### src/rtl/vid_colour_bbox_pkg.sv
// Shared types and constants for the colour bounding-box video stage.
// Pixel layout, packet-type nibble, overlay colour and FSM states.
package vid_colour_bbox_pkg;

    typedef struct packed {
        logic [7:0] r;
        logic [7:0] g;
        logic [7:0] b;
    } rgb888_t;

    localparam logic [3:0]  PKT_VIDEO   = 4'h0;
    localparam logic [23:0] OVERLAY_RGB = 24'hFF0000;

    typedef enum logic [1:0] {
        ST_IDLE,
        ST_VIDEO,
        ST_CTRL
    } state_t;

endpackage

### src/rtl/vid_colour_bbox_cmp.sv
// Combinational per-channel inclusive range test for one RGB888 pixel.
// An inverted range on any channel can never produce a hit.
module rgb_thresh_cmp
    import vid_colour_bbox_pkg::*;
(
    input  rgb888_t i_pix,
    input  rgb888_t i_min,
    input  rgb888_t i_max,
    output logic    o_hit
);

    logic w_r_ok;
    logic w_g_ok;
    logic w_b_ok;

    assign w_r_ok = (i_pix.r >= i_min.r) && (i_pix.r <= i_max.r);
    assign w_g_ok = (i_pix.g >= i_min.g) && (i_pix.g <= i_max.g);
    assign w_b_ok = (i_pix.b >= i_min.b) && (i_pix.b <= i_max.b);
    assign o_hit  = w_r_ok && w_g_ok && w_b_ok;

endmodule

### src/rtl/vid_colour_bbox.sv
// Avalon-ST pass-through stage measuring the bbox/hit count of in-range pixels.
// Define VID_COLOUR_BBOX_OVERLAY_EN to draw the last committed bbox on the video.
module vid_colour_bbox
    import vid_colour_bbox_pkg::*;
#(
    parameter int IMG_W = 640,
    parameter int IMG_H = 480,
    parameter int CNT_W = 19
) (
    input  logic             clk,
    input  logic             reset,
    input  logic [23:0]      sink_data,
    input  logic             sink_valid,
    input  logic             sink_sop,
    input  logic             sink_eop,
    output logic             sink_ready,
    output logic [23:0]      source_data,
    output logic             source_valid,
    output logic             source_sop,
    output logic             source_eop,
    input  logic             source_ready,
    input  logic [23:0]      thr_min,
    input  logic [23:0]      thr_max,
    output logic [9:0]       bbox_xmin,
    output logic [9:0]       bbox_xmax,
    output logic [8:0]       bbox_ymin,
    output logic [8:0]       bbox_ymax,
    output logic [CNT_W-1:0] hit_count,
    output logic             bbox_valid
);

    localparam logic [9:0] X_LAST = 10'(IMG_W - 1);
    localparam logic [8:0] Y_LAST = 9'(IMG_H - 1);

    state_t           r_state;
    logic [9:0]       r_x;
    logic [8:0]       r_y;
    logic             r_full;
    logic [9:0]       r_acc_xmin;
    logic [9:0]       r_acc_xmax;
    logic [8:0]       r_acc_ymin;
    logic [8:0]       r_acc_ymax;
    logic [CNT_W-1:0] r_acc_cnt;

    logic [23:0]      r_src_data;
    logic             r_src_valid;
    logic             r_src_sop;
    logic             r_src_eop;
    logic [9:0]       r_bbox_xmin;
    logic [9:0]       r_bbox_xmax;
    logic [8:0]       r_bbox_ymin;
    logic [8:0]       r_bbox_ymax;
    logic [CNT_W-1:0] r_hit_count;
    logic             r_bbox_valid;

    logic             w_xfer;
    logic             w_is_pix;
    logic             w_cmp_hit;
    logic             w_hit;
    logic [23:0]      w_out_data;
    logic [9:0]       w_nx_xmin;
    logic [9:0]       w_nx_xmax;
    logic [8:0]       w_nx_ymin;
    logic [8:0]       w_nx_ymax;
    logic [CNT_W-1:0] w_nx_cnt;

    assign sink_ready = source_ready | ~r_src_valid;
    assign w_xfer     = sink_valid & sink_ready;
    // Pixels past the last active position are forwarded but never analysed
    assign w_is_pix   = (r_state == ST_VIDEO) & ~sink_sop & ~r_full;
    assign w_hit      = w_is_pix & w_cmp_hit;

    rgb_thresh_cmp u_cmp (
        .i_pix (rgb888_t'(sink_data)),
        .i_min (rgb888_t'(thr_min)),
        .i_max (rgb888_t'(thr_max)),
        .o_hit (w_cmp_hit)
    );

    assign w_nx_xmin = (w_hit && r_x < r_acc_xmin) ? r_x : r_acc_xmin;
    assign w_nx_xmax = (w_hit && r_x > r_acc_xmax) ? r_x : r_acc_xmax;
    assign w_nx_ymin = (w_hit && r_y < r_acc_ymin) ? r_y : r_acc_ymin;
    assign w_nx_ymax = (w_hit && r_y > r_acc_ymax) ? r_y : r_acc_ymax;
    assign w_nx_cnt  = (w_hit && r_acc_cnt != '1) ?
                       r_acc_cnt + CNT_W'(1) : r_acc_cnt;

`ifdef VID_COLOUR_BBOX_OVERLAY_EN
    logic w_x_in;
    logic w_y_in;
    logic w_border;

    assign w_x_in   = (r_x >= r_bbox_xmin) && (r_x <= r_bbox_xmax);
    assign w_y_in   = (r_y >= r_bbox_ymin) && (r_y <= r_bbox_ymax);
    assign w_border = w_is_pix && (r_hit_count != '0) &&
                      ((((r_x == r_bbox_xmin) || (r_x == r_bbox_xmax)) && w_y_in) ||
                       (((r_y == r_bbox_ymin) || (r_y == r_bbox_ymax)) && w_x_in));
    assign w_out_data = w_border ? OVERLAY_RGB : sink_data;
`else
    assign w_out_data = sink_data;
`endif

    always_ff @(posedge clk) begin
        if (reset) begin
            r_state      <= ST_IDLE;
            r_x          <= '0;
            r_y          <= '0;
            r_full       <= 1'b0;
            r_acc_xmin   <= '1;
            r_acc_xmax   <= '0;
            r_acc_ymin   <= '1;
            r_acc_ymax   <= '0;
            r_acc_cnt    <= '0;
            r_src_data   <= '0;
            r_src_valid  <= 1'b0;
            r_src_sop    <= 1'b0;
            r_src_eop    <= 1'b0;
            r_bbox_xmin  <= '0;
            r_bbox_xmax  <= '0;
            r_bbox_ymin  <= '0;
            r_bbox_ymax  <= '0;
            r_hit_count  <= '0;
            r_bbox_valid <= 1'b0;
        end else begin
            r_bbox_valid <= 1'b0;
            if (w_xfer) begin
                r_src_data  <= w_out_data;
                r_src_valid <= 1'b1;
                r_src_sop   <= sink_sop;
                r_src_eop   <= sink_eop;
            end else if (source_ready) begin
                r_src_valid <= 1'b0;
            end
            if (w_xfer && sink_sop) begin
                // Any sop abandons the current packet without a commit
                r_x        <= '0;
                r_y        <= '0;
                r_full     <= 1'b0;
                r_acc_xmin <= '1;
                r_acc_xmax <= '0;
                r_acc_ymin <= '1;
                r_acc_ymax <= '0;
                r_acc_cnt  <= '0;
                if (sink_eop)
                    r_state <= ST_IDLE;
                else if (sink_data[3:0] == PKT_VIDEO)
                    r_state <= ST_VIDEO;
                else
                    r_state <= ST_CTRL;
            end else if (w_xfer) begin
                unique case (r_state)
                    ST_IDLE: r_state <= ST_IDLE;
                    ST_CTRL: begin
                        if (sink_eop)
                            r_state <= ST_IDLE;
                    end
                    ST_VIDEO: begin
                        r_acc_xmin <= w_nx_xmin;
                        r_acc_xmax <= w_nx_xmax;
                        r_acc_ymin <= w_nx_ymin;
                        r_acc_ymax <= w_nx_ymax;
                        r_acc_cnt  <= w_nx_cnt;
                        if (!r_full) begin
                            if (r_x == X_LAST) begin
                                r_x <= '0;
                                if (r_y == Y_LAST)
                                    r_full <= 1'b1;
                                else
                                    r_y <= r_y + 9'd1;
                            end else begin
                                r_x <= r_x + 10'd1;
                            end
                        end
                        if (sink_eop) begin
                            r_state      <= ST_IDLE;
                            r_bbox_valid <= 1'b1;
                            r_hit_count  <= w_nx_cnt;
                            if (w_nx_cnt == '0) begin
                                r_bbox_xmin <= '0;
                                r_bbox_xmax <= '0;
                                r_bbox_ymin <= '0;
                                r_bbox_ymax <= '0;
                            end else begin
                                r_bbox_xmin <= w_nx_xmin;
                                r_bbox_xmax <= w_nx_xmax;
                                r_bbox_ymin <= w_nx_ymin;
                                r_bbox_ymax <= w_nx_ymax;
                            end
                        end
                    end
                    default: r_state <= ST_IDLE;
                endcase
            end
        end
    end

    assign source_data  = r_src_data;
    assign source_valid = r_src_valid;
    assign source_sop   = r_src_sop;
    assign source_eop   = r_src_eop;
    assign bbox_xmin    = r_bbox_xmin;
    assign bbox_xmax    = r_bbox_xmax;
    assign bbox_ymin    = r_bbox_ymin;
    assign bbox_ymax    = r_bbox_ymax;
    assign hit_count    = r_hit_count;
    assign bbox_valid   = r_bbox_valid;

endmodule

### config.mk
export PLATFORM = sky130hd
export DESIGN_NAME = vid_colour_bbox
export DESIGN_NICKNAME = d
export VERILOG_FILES = /design/src/rtl/vid_colour_bbox_pkg.sv /design/src/rtl/vid_colour_bbox_cmp.sv /design/src/rtl/vid_colour_bbox.sv
export SDC_FILE = /design/constraint.sdc
export NUM_CORES = 1
export LEC_CHECK = 0
export BUFFER_PORTS_ARGS = -buffer_cell sky130_fd_sc_hd__buf_2
export CAP_MARGIN = 10
export CELL_PAD_IN_SITES_DETAIL_PLACEMENT = 1
export CELL_PAD_IN_SITES_GLOBAL_PLACEMENT = 2
export CORE_MARGIN = 5
export CORE_UTILIZATION = 36
export DETAILED_ROUTE_END_ITERATION = 10
export MAX_ROUTING_LAYER = met4
export PLACE_DENSITY = 0.88
export SKIP_CTS_REPAIR_TIMING = 1
export SLEW_MARGIN = 20
export SYNTH_ARGS = -nofsm -noshare
export SYNTH_HDL_FRONTEND = slang
export SYNTH_HIERARCHICAL = 1
export SYNTH_SLANG_ARGS = --single-unit
### constraint.sdc
create_clock -name clk -period 8.36 [get_ports clk]
set_input_delay 2.09 -clock clk [delete_from_list [all_inputs] [get_ports clk]]
set_output_delay 2.09 -clock clk [all_outputs]
set_load 0.05 [all_outputs]
==> summary.md <==
| Metric | Value |
|---|---|
| Sequential share of the synthesized area | `0.3532` |
| CP startpoint kind | `primary input` |
| Count of pins over their slew limit | `0` |
| Worst relative slew slack | `0.4610` |
| Clk buf depth | `2` |
| CTS tree | `built` |
| Mapped Cells | `~1100` |
| Max-cap violations | `0` |
| CORE AREA | `~25000 sq um` |
| Pleak | `4.996 nW` |
| Reg clk slew, reported paths | `0.07 ns` |
| Antenna violations before repair | `0` |
| Ratio of final minimum period to clock period | `0.7436` |
| Vias in the first global route | `8534` |
| Port Buffers | `163` |
| Internal | `roughly 1.3 mW` |
| First-pass GRT wire length | `42730 um` |
| Worst skew pair latency | `0.43 ns` |
| Mean Syn Cell Area | `approximately 8.3 sq um` |
| Area grow syn2layout | `17.07%` |
| Largest net degree at the start of global routing | `between 50 and 60` |
| Num CTS Buffers | `17` |
| Fin Setup TNS | `0 ns` |
| Total wire length | `25850 um` |
| Fin. Hold Viols | `0` |
| RD Place Congestion | `between 0.8 and 0.9` |
| Initial DRC count | `between 300 and 400` |
| Antenna diode count | `0` |
| Vias post-DR | `just over 8000` |
| Fmax | `160.9 MHz` |
| Synthesis Warnings | `6` |
| Sw frac | `0.2547` |
| Max FO, Critical Path | `27` |
| Full die area | `29130 sq um` |
| Syn Nets | `between 1000 and 1500` |
| First-pass DRT Iterations | `4` |
| Reg power frac | `0.451` |
| Net Sw Power | `approximately 0.45 mW` |
| Post-route minimum period | `between 6 and 7 ns` |
| #FFs+latches synth | `around 160` |
| Number of nets in the layout | `approximately 1400` |
| Critical path class | `in -> reg` |
| Rows | `58` |
| Least-Margin Pin Slew | `0.8054 ns` |
| Layout cells sized above 1 | `0.2018` |
| Final setup violation count | `0` |
| Worst Clk Skew | `about 0.013 ns` |
| Root buffer cell | `clkbuf_16` |
| Status | `finished clean` |
| Via/cell ratio | `approximately 5.2` |
| Worst hold slack | `0.4526 ns` |
| Setup ws final | `between 2 and 2.5 ns` |
| Place WS | `~1.7 ns` |
| Synthesized cell area | `9295 sq um` |
| Peak VDD IR | `a little over 80 uV` |
| H-Tree Depth | `4` |
| Synth async-reset ratio | `0` |
| Yosys cell types | `between 60 and 70` |
| Placed instance area | `10270 sq um` |
| CP required | `around 8.7 ns` |
| Die width | `roughly 170 um` |
| FILL cells | `3064` |
| DR WL/cell | `approximately 16 um` |
| CTS Sinks | `roughly 160` |
| GRT Util Overall | `0.1844` |
| Die H | `170.7 um` |
| Starting Density | `0.3670` |
| Endpoint class of the critical path | `flop` |
| Power density cells | `~160 nW/um^2` |
| Dpl hpwl | `between 15000 and 20000 um` |
| Arr. time, crit path | `6.53 ns` |
| Fin area | `around 11000 sq um` |
| I/O pins | `about 160` |
| Sequential cell area | `approximately 3300 sq um` |
| RSZ-0062 raised after global routing | `no` |
| Hold crit path type | `reg -> reg` |
| Post-DRT Antenna Nets | `0` |
| Post-synth EDFFs | `0` |
| Multi-input logic area | `roughly 5300 sq um` |
| GRT overflow | `0` |
| Clock share of power | `0.463` |
| Drc violations | `0` |
| Ys flop type | `dfxtp_1` |
| Logic pwr share | `0.086` |
[critical path, stage by stage]
cell	delay [ns]
buf_2	0.11
ha_1	0.32
a21oi_1	0.16
o21a_1	0.15
o22ai_1	0.07
or4_4	0.53
nor4_2	0.37
nand4bb_1	0.44
nor4_4	0.52
nand4_1	0.23
nor2_1	0.16
o2111ai_1	0.20
o21ai_4	0.69
buf_4	0.37
o21ai_2	0.09
[through the flow]
step | cells | total power, mW | utilization
2_1_floorplan | 1116 | 0.9065 | -
3_3_place_gp | 1552 | 0.9603 | 0.4054
3_5_place_dp | 1552 | 0.9641 | 0.4054
4_1_cts | 1584 | 1.789 | 0.4294
5_1_grt | 1584 | 1.839 | 0.4297
6_report | 1584 | 1.759 | 0.4297
[cells in the mapped netlist (3+ instances only)]
master,n,area [sq um]
nor2b_1,6,37.54
or3_1,14,87.58
nand2_1,147,551.8
a211oi_1,27,202.7
o21ai_2,21,183.9
ha_1,88,1101
o2111ai_1,3,26.28
and2_1,4,25.02
xnor2_1,23,201.4
nand4_1,25,156.4
xor2_1,19,166.4
o21ai_0,44,220.2
buf_6,6,67.56
nand2b_1,10,62.56
a211o_1,3,26.28
nor2_1,103,386.6
buf_2,11,55.05
o21a_1,7,52.55
nor4_1,4,25.02
nor3_1,7,35.03
dfxtp_1,164,3283
clkbuf_1,36,135.1
nand3_1,28,140.1
a21o_1,12,90.09
and3_1,6,37.54
a21oi_1,84,420.4
mux2i_1,54,540.5
buf_1,8,30.03
o211ai_1,9,67.56
buf_4,3,22.52
a31oi_1,4,25.02
inv_1,89,334.1
[metal layers]
layer,part of all wire,vias to the layer above,global-route usage
met5,0,-,-
met4,0.013,0,0.04583
met3,0.038,26,0.03396
met2,0.49,115,0.3196
met1,0.45,3948,0.2220
li1,-,4089,-
[kinds of logic after synthesis]
family,count (synthesis),share of synthesized area
AO/OA/AOI/OAI,230,0.1591
XOR/XNOR,42,0.03957
adder cells (fa/ha/maj),88,0.1185
buffers and inverters,157,0.07471
flip-flops,164,0.3532
multiplexers,54,0.05815
AND/OR/NAND/NOR,381,0.1968
[cell type report]
| class | count | area share |
|---|---|---|
| multi-input combinational | 795 | 0.4912 |
| sequential | 164 | 0.3017 |
| timing repair buffer | 174 | 0.08256 |
| clock buffer | 20 | 0.04289 |
| tap | 330 | 0.03794 |
| inverter | 89 | 0.03070 |
| clock inverter | 12 | 0.01299 |
[power groups by stage]
stage / logic, mW / registers [mW] / clock network, mW
after floorplan: 0.0695 / 0.837 / 0
after global placement: 0.150 / 0.810 / 0
after detailed placement: 0.153 / 0.811 / 0
after CTS: 0.154 / 0.793 / 0.842
after global routing: 0.171 / 0.793 / 0.875
final: 0.152 / 0.793 / 0.815
[state kept, by name, summed over array words and instances, names as in the netlist]
signal,cells
r_full,1
r_x,10
r_acc_cnt,19
source_valid,1
source_sop,1
r_acc_ymax,9
r_acc_xmin,10
bbox_ymin,9
r_y,9
r_state,2
bbox_xmax,10
source_data,24
r_acc_xmax,10
bbox_ymax,9
bbox_valid,1
r_acc_ymin,9
hit_count,19
source_eop,1
bbox_xmin,10
[cells in the final DEF, fill, tap and decap left out, types with 11 or more instances in the layout]
master and instances:
ha_1 88, xor2_1 19, mux2i_1 54, a21oi_1 82
nand2_1 146, or3_1 14, inv_1 89, a211oi_1 26
o21ai_0 44, nand3_1 28, buf_4 11, buf_2 163
xnor2_1 23, dfxtp_1 164, o21ai_2 20, clkbuf_16 17
a21o_1 12, nor2_1 102, nand4_1 25
[path summary, 6_finish.rpt]
check                                               start                   endpoint  slack [ns]  depth (start not counted)
worst max-delay path                        sink_data[23]  bbox_xmin[4]$_SDFFE_PP0P_        2.14                         15
worst min-delay path            bbox_ymin[1]$_SDFFE_PP0P_  bbox_ymin[1]$_SDFFE_PP0P_        0.45                          2
worst max register to register  r_acc_cnt[0]$_SDFFE_PP0P_  bbox_xmin[4]$_SDFFE_PP0P_        4.85                          9
worst min register to register  bbox_ymin[1]$_SDFFE_PP0P_  bbox_ymin[1]$_SDFFE_PP0P_        0.45                          2
(Power assumes the default switching activity.)
